`src/rtl/ahb_arb_pkg.sv`:
```
// Shared constants and FSM encoding for the AHB bridge front-end arbiter.
package ahb_arb_pkg;

  localparam logic [1:0] HTRANS_IDLE   = 2'b00;
  localparam logic [1:0] HTRANS_NONSEQ = 2'b10;
  localparam logic [1:0] HRESP_OKAY    = 2'b00;

  typedef enum logic [1:0] {
    ST_IDLE = 2'd0,
    ST_ADDR = 2'd1,
    ST_DATA = 2'd2,
    ST_DONE = 2'd3
  } arb_state_t;

endpackage

```
`src/rtl/rr_arbiter.sv`:
```
// Combinational round-robin pick: first active request at or after ptr_i, wrapping.
module rr_arbiter #(
  parameter int NUM_M = 2
) (
  input  logic [NUM_M-1:0]         req_i,
  input  logic [$clog2(NUM_M)-1:0] ptr_i,
  output logic [NUM_M-1:0]         gnt_o,
  output logic [$clog2(NUM_M)-1:0] idx_o
);

  localparam int PW = $clog2(NUM_M);

  int   j;
  logic found;

  always_comb begin
    gnt_o = '0;
    idx_o = '0;
    found = 1'b0;
    j     = 0;
    for (int k = 0; k < NUM_M; k++) begin
      j = int'(ptr_i) + k;
      if (j >= NUM_M) j = j - NUM_M;
      if (!found && req_i[j]) begin
        found    = 1'b1;
        gnt_o[j] = 1'b1;
        idx_o    = PW'(j);
      end
    end
  end

endmodule

```
`src/rtl/ahb_bridge_arbiter.sv`:
```
// Round-robin sharing of one AHB slave port (AHB-to-APB bridge) between NUM_M
// req/done requesters; one NONSEQ single transfer at a time with a data-phase watchdog.
module ahb_bridge_arbiter
  import ahb_arb_pkg::*;
#(
  parameter int NUM_M   = 2,
  parameter int TIMEOUT = 16,
  parameter int AW      = 32,
  parameter int DW      = 32
) (
  input  logic                Hclk,
  input  logic                Hresetn,
  input  logic [NUM_M-1:0]    m_req,
  input  logic [NUM_M-1:0]    m_write,
  input  logic [NUM_M*AW-1:0] m_addr,
  input  logic [NUM_M*DW-1:0] m_wdata,
  output logic [NUM_M-1:0]    m_gnt,
  output logic [NUM_M-1:0]    m_done,
  output logic                m_err,
  output logic [DW-1:0]       m_rdata,
  output logic [AW-1:0]       Haddr,
  output logic                Hwrite,
  output logic [1:0]          Htrans,
  output logic [DW-1:0]       Hwdata,
  output logic                Hreadyin,
  input  logic                Hreadyout,
  input  logic [1:0]          Hresp,
  input  logic [DW-1:0]       Hrdata
);

  localparam int PW = $clog2(NUM_M);
  localparam int TW = $clog2(TIMEOUT) + 1;

  arb_state_t       state_q;
  logic [PW-1:0]    ptr_q;
  logic [PW-1:0]    gidx_q;
  logic [TW-1:0]    timer_q;
  logic [NUM_M-1:0] gnt_q;
  logic [NUM_M-1:0] done_q;
  logic             err_q;
  logic [DW-1:0]    rdata_q;
  logic [AW-1:0]    haddr_q;
  logic             hwrite_q;
  logic [1:0]       htrans_q;
  logic [DW-1:0]    hwdata_q;

  logic [NUM_M-1:0] arb_gnt;
  logic [PW-1:0]    arb_idx;

  rr_arbiter #(.NUM_M(NUM_M)) u_rr (
    .req_i (m_req),
    .ptr_i (ptr_q),
    .gnt_o (arb_gnt),
    .idx_o (arb_idx)
  );

  always_ff @(posedge Hclk) begin
    if (!Hresetn) begin
      state_q  <= ST_IDLE;
      ptr_q    <= '0;
      gidx_q   <= '0;
      timer_q  <= '0;
      gnt_q    <= '0;
      done_q   <= '0;
      err_q    <= 1'b0;
      rdata_q  <= '0;
      haddr_q  <= '0;
      hwrite_q <= 1'b0;
      htrans_q <= HTRANS_IDLE;
      hwdata_q <= '0;
    end else begin
      case (state_q)
        ST_IDLE: begin
          if (|m_req) begin
            gnt_q    <= arb_gnt;
            gidx_q   <= arb_idx;
            haddr_q  <= m_addr[arb_idx*AW +: AW];
            hwrite_q <= m_write[arb_idx];
            htrans_q <= HTRANS_NONSEQ;
            state_q  <= ST_ADDR;
          end
        end
        ST_ADDR: begin
          htrans_q <= HTRANS_IDLE;
          hwdata_q <= m_wdata[gidx_q*DW +: DW];
          timer_q  <= '0;
          state_q  <= ST_DATA;
        end
        ST_DATA: begin
          timer_q <= timer_q + 1'b1;
          // A ready bridge wins over the watchdog when both land on the same edge.
          if (Hreadyout || (timer_q == TW'(TIMEOUT - 1))) begin
            if (Hreadyout) begin
              if (!hwrite_q) rdata_q <= Hrdata;
              err_q <= (Hresp != HRESP_OKAY);
            end else begin
              err_q <= 1'b1;
            end
            done_q  <= gnt_q;
            gnt_q   <= '0;
            ptr_q   <= (gidx_q == PW'(NUM_M - 1)) ? '0 : gidx_q + 1'b1;
            state_q <= ST_DONE;
          end
        end
        ST_DONE: begin
          done_q  <= '0;
          err_q   <= 1'b0;
          state_q <= ST_IDLE;
        end
        default: state_q <= ST_IDLE;
      endcase
    end
  end

  assign Hreadyin = (state_q == ST_DATA) ? Hreadyout : 1'b1;

  assign m_gnt   = gnt_q;
  assign m_done  = done_q;
  assign m_err   = err_q;
  assign m_rdata = rdata_q;
  assign Haddr   = haddr_q;
  assign Hwrite  = hwrite_q;
  assign Htrans  = htrans_q;
  assign Hwdata  = hwdata_q;

endmodule

```
`config.mk`:
```
export PLATFORM = sky130hd
export DESIGN_NAME = ahb_bridge_arbiter
export DESIGN_NICKNAME = d
export VERILOG_FILES = /design/src/rtl/ahb_arb_pkg.sv /design/src/rtl/rr_arbiter.sv /design/src/rtl/ahb_bridge_arbiter.sv
export SDC_FILE = /design/constraint.sdc
export NUM_CORES = 1
export LEC_CHECK = 0
export BUFFER_PORTS_ARGS = -buffer_cell sky130_fd_sc_hd__buf_2
export CORE_UTILIZATION = 44
export DETAILED_ROUTE_END_ITERATION = 10
export GPL_TIMING_DRIVEN = 0
export PLACE_DENSITY_LB_ADDON = 0.1
export REMOVE_ABC_BUFFERS = 1
export SYNTH_ARGS = -nofsm -noshare
export SYNTH_HDL_FRONTEND = slang
export SYNTH_SLANG_ARGS = --single-unit
```
`constraint.sdc`:
```
create_clock -name Hclk -period 2.1 [get_ports Hclk]
set_input_delay 0.315 -clock Hclk [delete_from_list [all_inputs] [get_ports Hclk]]
set_output_delay 0.315 -clock Hclk [all_outputs]
set_load 0.005 [all_outputs]
```
==> impl_summary.log <==
[metrics] clock latency of the later-clocked register in the worst-skew pair: 370 ps
[metrics] worst min-delay path category: in -> reg
[metrics] Avg WL per Cell: about 14 µm
[metrics] final weighted congestion in routability-driven placement: 0.752
[metrics] Worst Path Max Fanout: 40
[metrics] count of different cell masters after synthesis: 39
[metrics] number of endpoints failing setup at the final stage: 0
[metrics] max capacitance violation total: 0
[metrics] status: finished clean
[metrics] Post-synth ARST share: 0
[metrics] Post-Synthesis Cells: 567
[metrics] launch instance of the worst min-delay path: Hrdata[6]
[metrics] Tot GR Track Use: 0.224
[metrics] first-pass GRT wire length: just over 20000 µm
[metrics] Hold Path Stages: 3
[metrics] number of global-route vias before repair: 4337
[metrics] number of port buffers: 272
[metrics] drt first-iter violations: 290
[metrics] maximum number of pins on one net before global-route repair: slightly below 70
[metrics] total gr overflow: 0
[metrics] final-report hold violation count: 0
[metrics] Lkg Pwr: around 2.8 nW
[metrics] Clock transition at path regs: around 100 ps
[metrics] Die ar.: between 0.01 and 0.015 mm²
[metrics] number of top-level pins: 274
[metrics] worst-case clock skew: 14.0 ps
[metrics] count of inserted antenna diode cells: 0
[metrics] hpwl dp: 9430 µm
[metrics] count of warnings emitted by yosys: 0
[metrics] register area share after synthesis: 0.458
[metrics] worst hold endpoint: m_rdata[6]
[metrics] critical path capture point type: register
[metrics] endpoint of the worst-slack reg-to-reg timing path: state_q[0]
[metrics] number of enable flip-flop cells after synthesis: 0
[metrics] most area-consuming cells after synthesis: sky130_fd_sc_hd__dfxtp_1, sky130_fd_sc_hd__mux2i_1, sky130_fd_sc_hd__o21ai_0, sky130_fd_sc_hd__nand2_1, sky130_fd_sc_hd__nand3b_1
[metrics] leading area contributor after synthesis: sky130_fd_sc_hd__dfxtp_1
[metrics] number of optimization iterations in the first detailed-route pass: 4
[metrics] Post-Syn Area: 0.00489 mm²
[metrics] Internal Dissipation: ~4.7 mW
[metrics] worst setup slack for register-to-register paths: ~280 ps
[metrics] sw frac: 0.344
[metrics] Top FF cell, synth: sky130_fd_sc_hd__dfxtp_1
[metrics] ratio of routed vias to standard cells: 5.14
[metrics] setup repair after global routing missed its margin: false
[metrics] height of the die: 107 µm
[metrics] starting density of the core: 0.452
[metrics] post-layout minimum cycle time: 1990 ps
[metrics] DR vias: 4880
[metrics] core region area: 0.0108 mm²
[metrics] buffer type at the clock tree root: sky130_fd_sc_hd__clkbuf_8
[metrics] r2r worst-path depth: 6
[metrics] total DRC errors in the routed layout: 0
[metrics] critical path data arrival time: 2280 ps
[metrics] area fraction of the dominant cell type after synthesis: 0.458
[metrics] syn avg cell area: between 8 and 9 µm²
[metrics] relative area change from synthesis to final layout: 32.9%
[metrics] fraction of final layout cells sized beyond drive strength 1: 0.375
[metrics] number of hold buffers added after CTS: 0
[metrics] clock group share of total power: 0.194
[metrics] slew at the pin closest to its max-slew limit: 1090 ps
[metrics] TritonCTS clock tree: yes
[metrics] Detailed Route WL: approximately 14000 µm
[metrics] combinational power share: 0.375
[metrics] total placed cells including tap cells: 930
[metrics] sequential fraction of design power: 0.431
[metrics] max-slew headroom at the worst pin: 0.270
[metrics] antenna violations before repair: 1
[metrics] required time reported for the critical path endpoint: between 2000 and 2500 ps
[metrics] number of cells in the finished layout apart from fillers: 950
[metrics] CTS Buf Count: 9
[metrics] fin crit share: 0.947
[metrics] CTS Sinks: 112
[metrics] number of synthesized register bits: 112
[metrics] VDD IR max: 0.542 mV
[metrics] Worst Path Class, Setup: in -> reg
[metrics] total power divided by cell area: ~1100 mW/mm²
[metrics] final max-slew violation count: 0
[metrics] clk buf depth: 2
[metrics] Filler Cell Count: 979
[metrics] launch instance of the worst register-to-register path: timer_q[0]
[metrics] remaining antenna violation count after routing: 0
[metrics] FP Rows: 38
[metrics] net count reported at finish: roughly 980
[metrics] Net Sw Power: 2.48 mW
[metrics] highest clock frequency the design can meet: 503 MHz
[metrics] number of H-tree levels: 3
[metrics] sum of internal, switching and leakage power: 7.21 mW
[metrics] die span in x: 107 µm
[metrics] crit start category: input port
-- worst max-delay path, cell delays in order --
cell and delay [ps]:
sky130_fd_sc_hd__buf_2 620, sky130_fd_sc_hd__clkinvlp_4 570, sky130_fd_sc_hd__or4b_1 620, sky130_fd_sc_hd__a21oi_1 140
-- layer usage --
| layer | part of all wire | vias to the layer above | global-route usage |
|---|---|---|---|
| li1 | - | 2490 | - |
| met1 | 0.42 | 2199 | 0.271 |
| met2 | 0.49 | 181 | 0.390 |
| met3 | 0.084 | 8 | 0.0545 |
| met4 | 0.0059 | 2 | 0.0675 |
| met5 | 0.00096 | - | 0 |
-- sequential cells by signal (all words and copies together) (netlist names) --
signal / cells
gidx_q: 1
Hwrite: 1
timer_q: 5
m_rdata: 32
Htrans: 1
Haddr: 32
state_q: 2
m_err: 1
ptr_q: 1
Hwdata: 32
m_gnt: 2
m_done: 2
-- power groups by stage --
stage                     Combinational, mW  Sequential [mW]  Clock [mW]
after global placement                 2.51             3.15           0
after detailed placement               2.70             3.14           0
final                                  2.70             3.11        1.40
after floorplan                        1.34             3.22           0
after global routing                   3.04             3.19        1.52
after CTS                              2.72             3.11        1.43
-- cell usage in the layout, fill, tap and decap left out, types with 3 or more instances in the layout --
cell type / synthesis / routed
sky130_fd_sc_hd__o21ai_1: 7 / 7
sky130_fd_sc_hd__ha_1: 7 / 5
sky130_fd_sc_hd__a21oi_1: 43 / 43
sky130_fd_sc_hd__nor3_1: 3 / 3
sky130_fd_sc_hd__inv_1: 9 / 7
sky130_fd_sc_hd__nand2_1: 71 / 71
sky130_fd_sc_hd__a211oi_1: 32 / 32
sky130_fd_sc_hd__o21ai_0: 64 / 64
sky130_fd_sc_hd__mux2i_1: 34 / 34
sky130_fd_sc_hd__nand3b_1: 35 / 36
sky130_fd_sc_hd__dfxtp_1: 112 / 111
sky130_fd_sc_hd__a31oi_1: 33 / 33
sky130_fd_sc_hd__nand3_1: 5 / 5
sky130_fd_sc_hd__nor2_1: 36 / 36
sky130_fd_sc_hd__clkbuf_8: 0 / 10
sky130_fd_sc_hd__clkbuf_1: 14 / 3
sky130_fd_sc_hd__buf_2: 23 / 272
-- worst max-delay path by stage --
| stage | startpoint | endpoint | cells past startpoint |
|---|---|---|---|
| after global routing | m_req[1] | m_gnt[1] | 4 |
| after global placement | m_req[1] | gidx_q | 4 |
| final | m_req[1] | m_gnt[1] | 4 |
| after floorplan | state_q[0] | gidx_q | 5 |
| after detailed placement | m_req[1] | m_gnt[1] | 4 |
| after CTS | m_req[1] | m_gnt[1] | 4 |
-- layout make-up --
| type | count | area, µm² | area share |
|---|---|---|---|
| repair buffers | 278 | 1470 | 0.226 |
| clock inverters | 3 | 65.1 | 0.0100 |
| repair inverters | 1 | 7.51 | 0.00115 |
| inverters | 9 | 37.5 | 0.00577 |
| well taps | 140 | 175 | 0.0269 |
| multi-input cells | 394 | 2360 | 0.362 |
| clock buffers | 13 | 149 | 0.0229 |
| flip-flops and latches | 112 | 2240 | 0.345 |
-- Yosys cell counts (5+ instances only) --
| master | instances |
|---|---|
| sky130_fd_sc_hd__ha_1 | 7 |
| sky130_fd_sc_hd__mux2i_1 | 34 |
| sky130_fd_sc_hd__nand3_1 | 5 |
| sky130_fd_sc_hd__buf_4 | 9 |
| sky130_fd_sc_hd__a211oi_1 | 32 |
| sky130_fd_sc_hd__dfxtp_1 | 112 |
| sky130_fd_sc_hd__a21oi_1 | 43 |
| sky130_fd_sc_hd__nand3b_1 | 35 |
| sky130_fd_sc_hd__nand2_1 | 71 |
| sky130_fd_sc_hd__a31oi_1 | 33 |
| sky130_fd_sc_hd__o21ai_0 | 64 |
| sky130_fd_sc_hd__o21ai_1 | 7 |
| sky130_fd_sc_hd__inv_1 | 9 |
| sky130_fd_sc_hd__nor2_1 | 36 |
| sky130_fd_sc_hd__buf_2 | 23 |
| sky130_fd_sc_hd__clkbuf_1 | 14 |
-- stage by stage --
stage | hold slack (ps) | utilization | setup WS [ps] | setup TNS [ps] | area [µm²]
floorplan | 437 | - | -12.6 | -12.6 | 4620
global placement | 437 | 0.568 | -861 | -73190 | 6150
detailed placement | 443 | 0.577 | -365 | -9970 | 6250
CTS | 162 | 0.597 | 7.66 | 0 | 6470
global route | 161 | 0.600 | 11.3 | 0 | 6510
finish | 173 | 0.600 | 112 | 0 | 6510
-- cells by family (layout without fill, tap and decap cells) --
| logic type | after synthesis | after routing | synth area share |
|---|---|---|---|
| and+or+nand+nor | 164 | 165 | 0.169 |
| DFF | 112 | 112 | 0.458 |
| AOI/OAI and AO/OA | 186 | 186 | 0.218 |
| muxes | 35 | 35 | 0.0718 |
| other | 1 | 1 | 0.000766 |
| buffers and inverters | 62 | 304 | 0.0639 |
| adders and majority gates | 7 | 7 | 0.0179 |
-- timing repair --
| action | CTS | global route |
|---|---|---|
| resized for setup | 1 | 4 |
| pin swaps | 1 | 2 |
| setup buffers | 0 | 2 |
| gates cloned | 1 | 1 |
| endpoints found under the setup margin | 32 | 34 |
| endpoints found under the hold margin | 0 | 0 |
(Power assumes the default switching activity.)
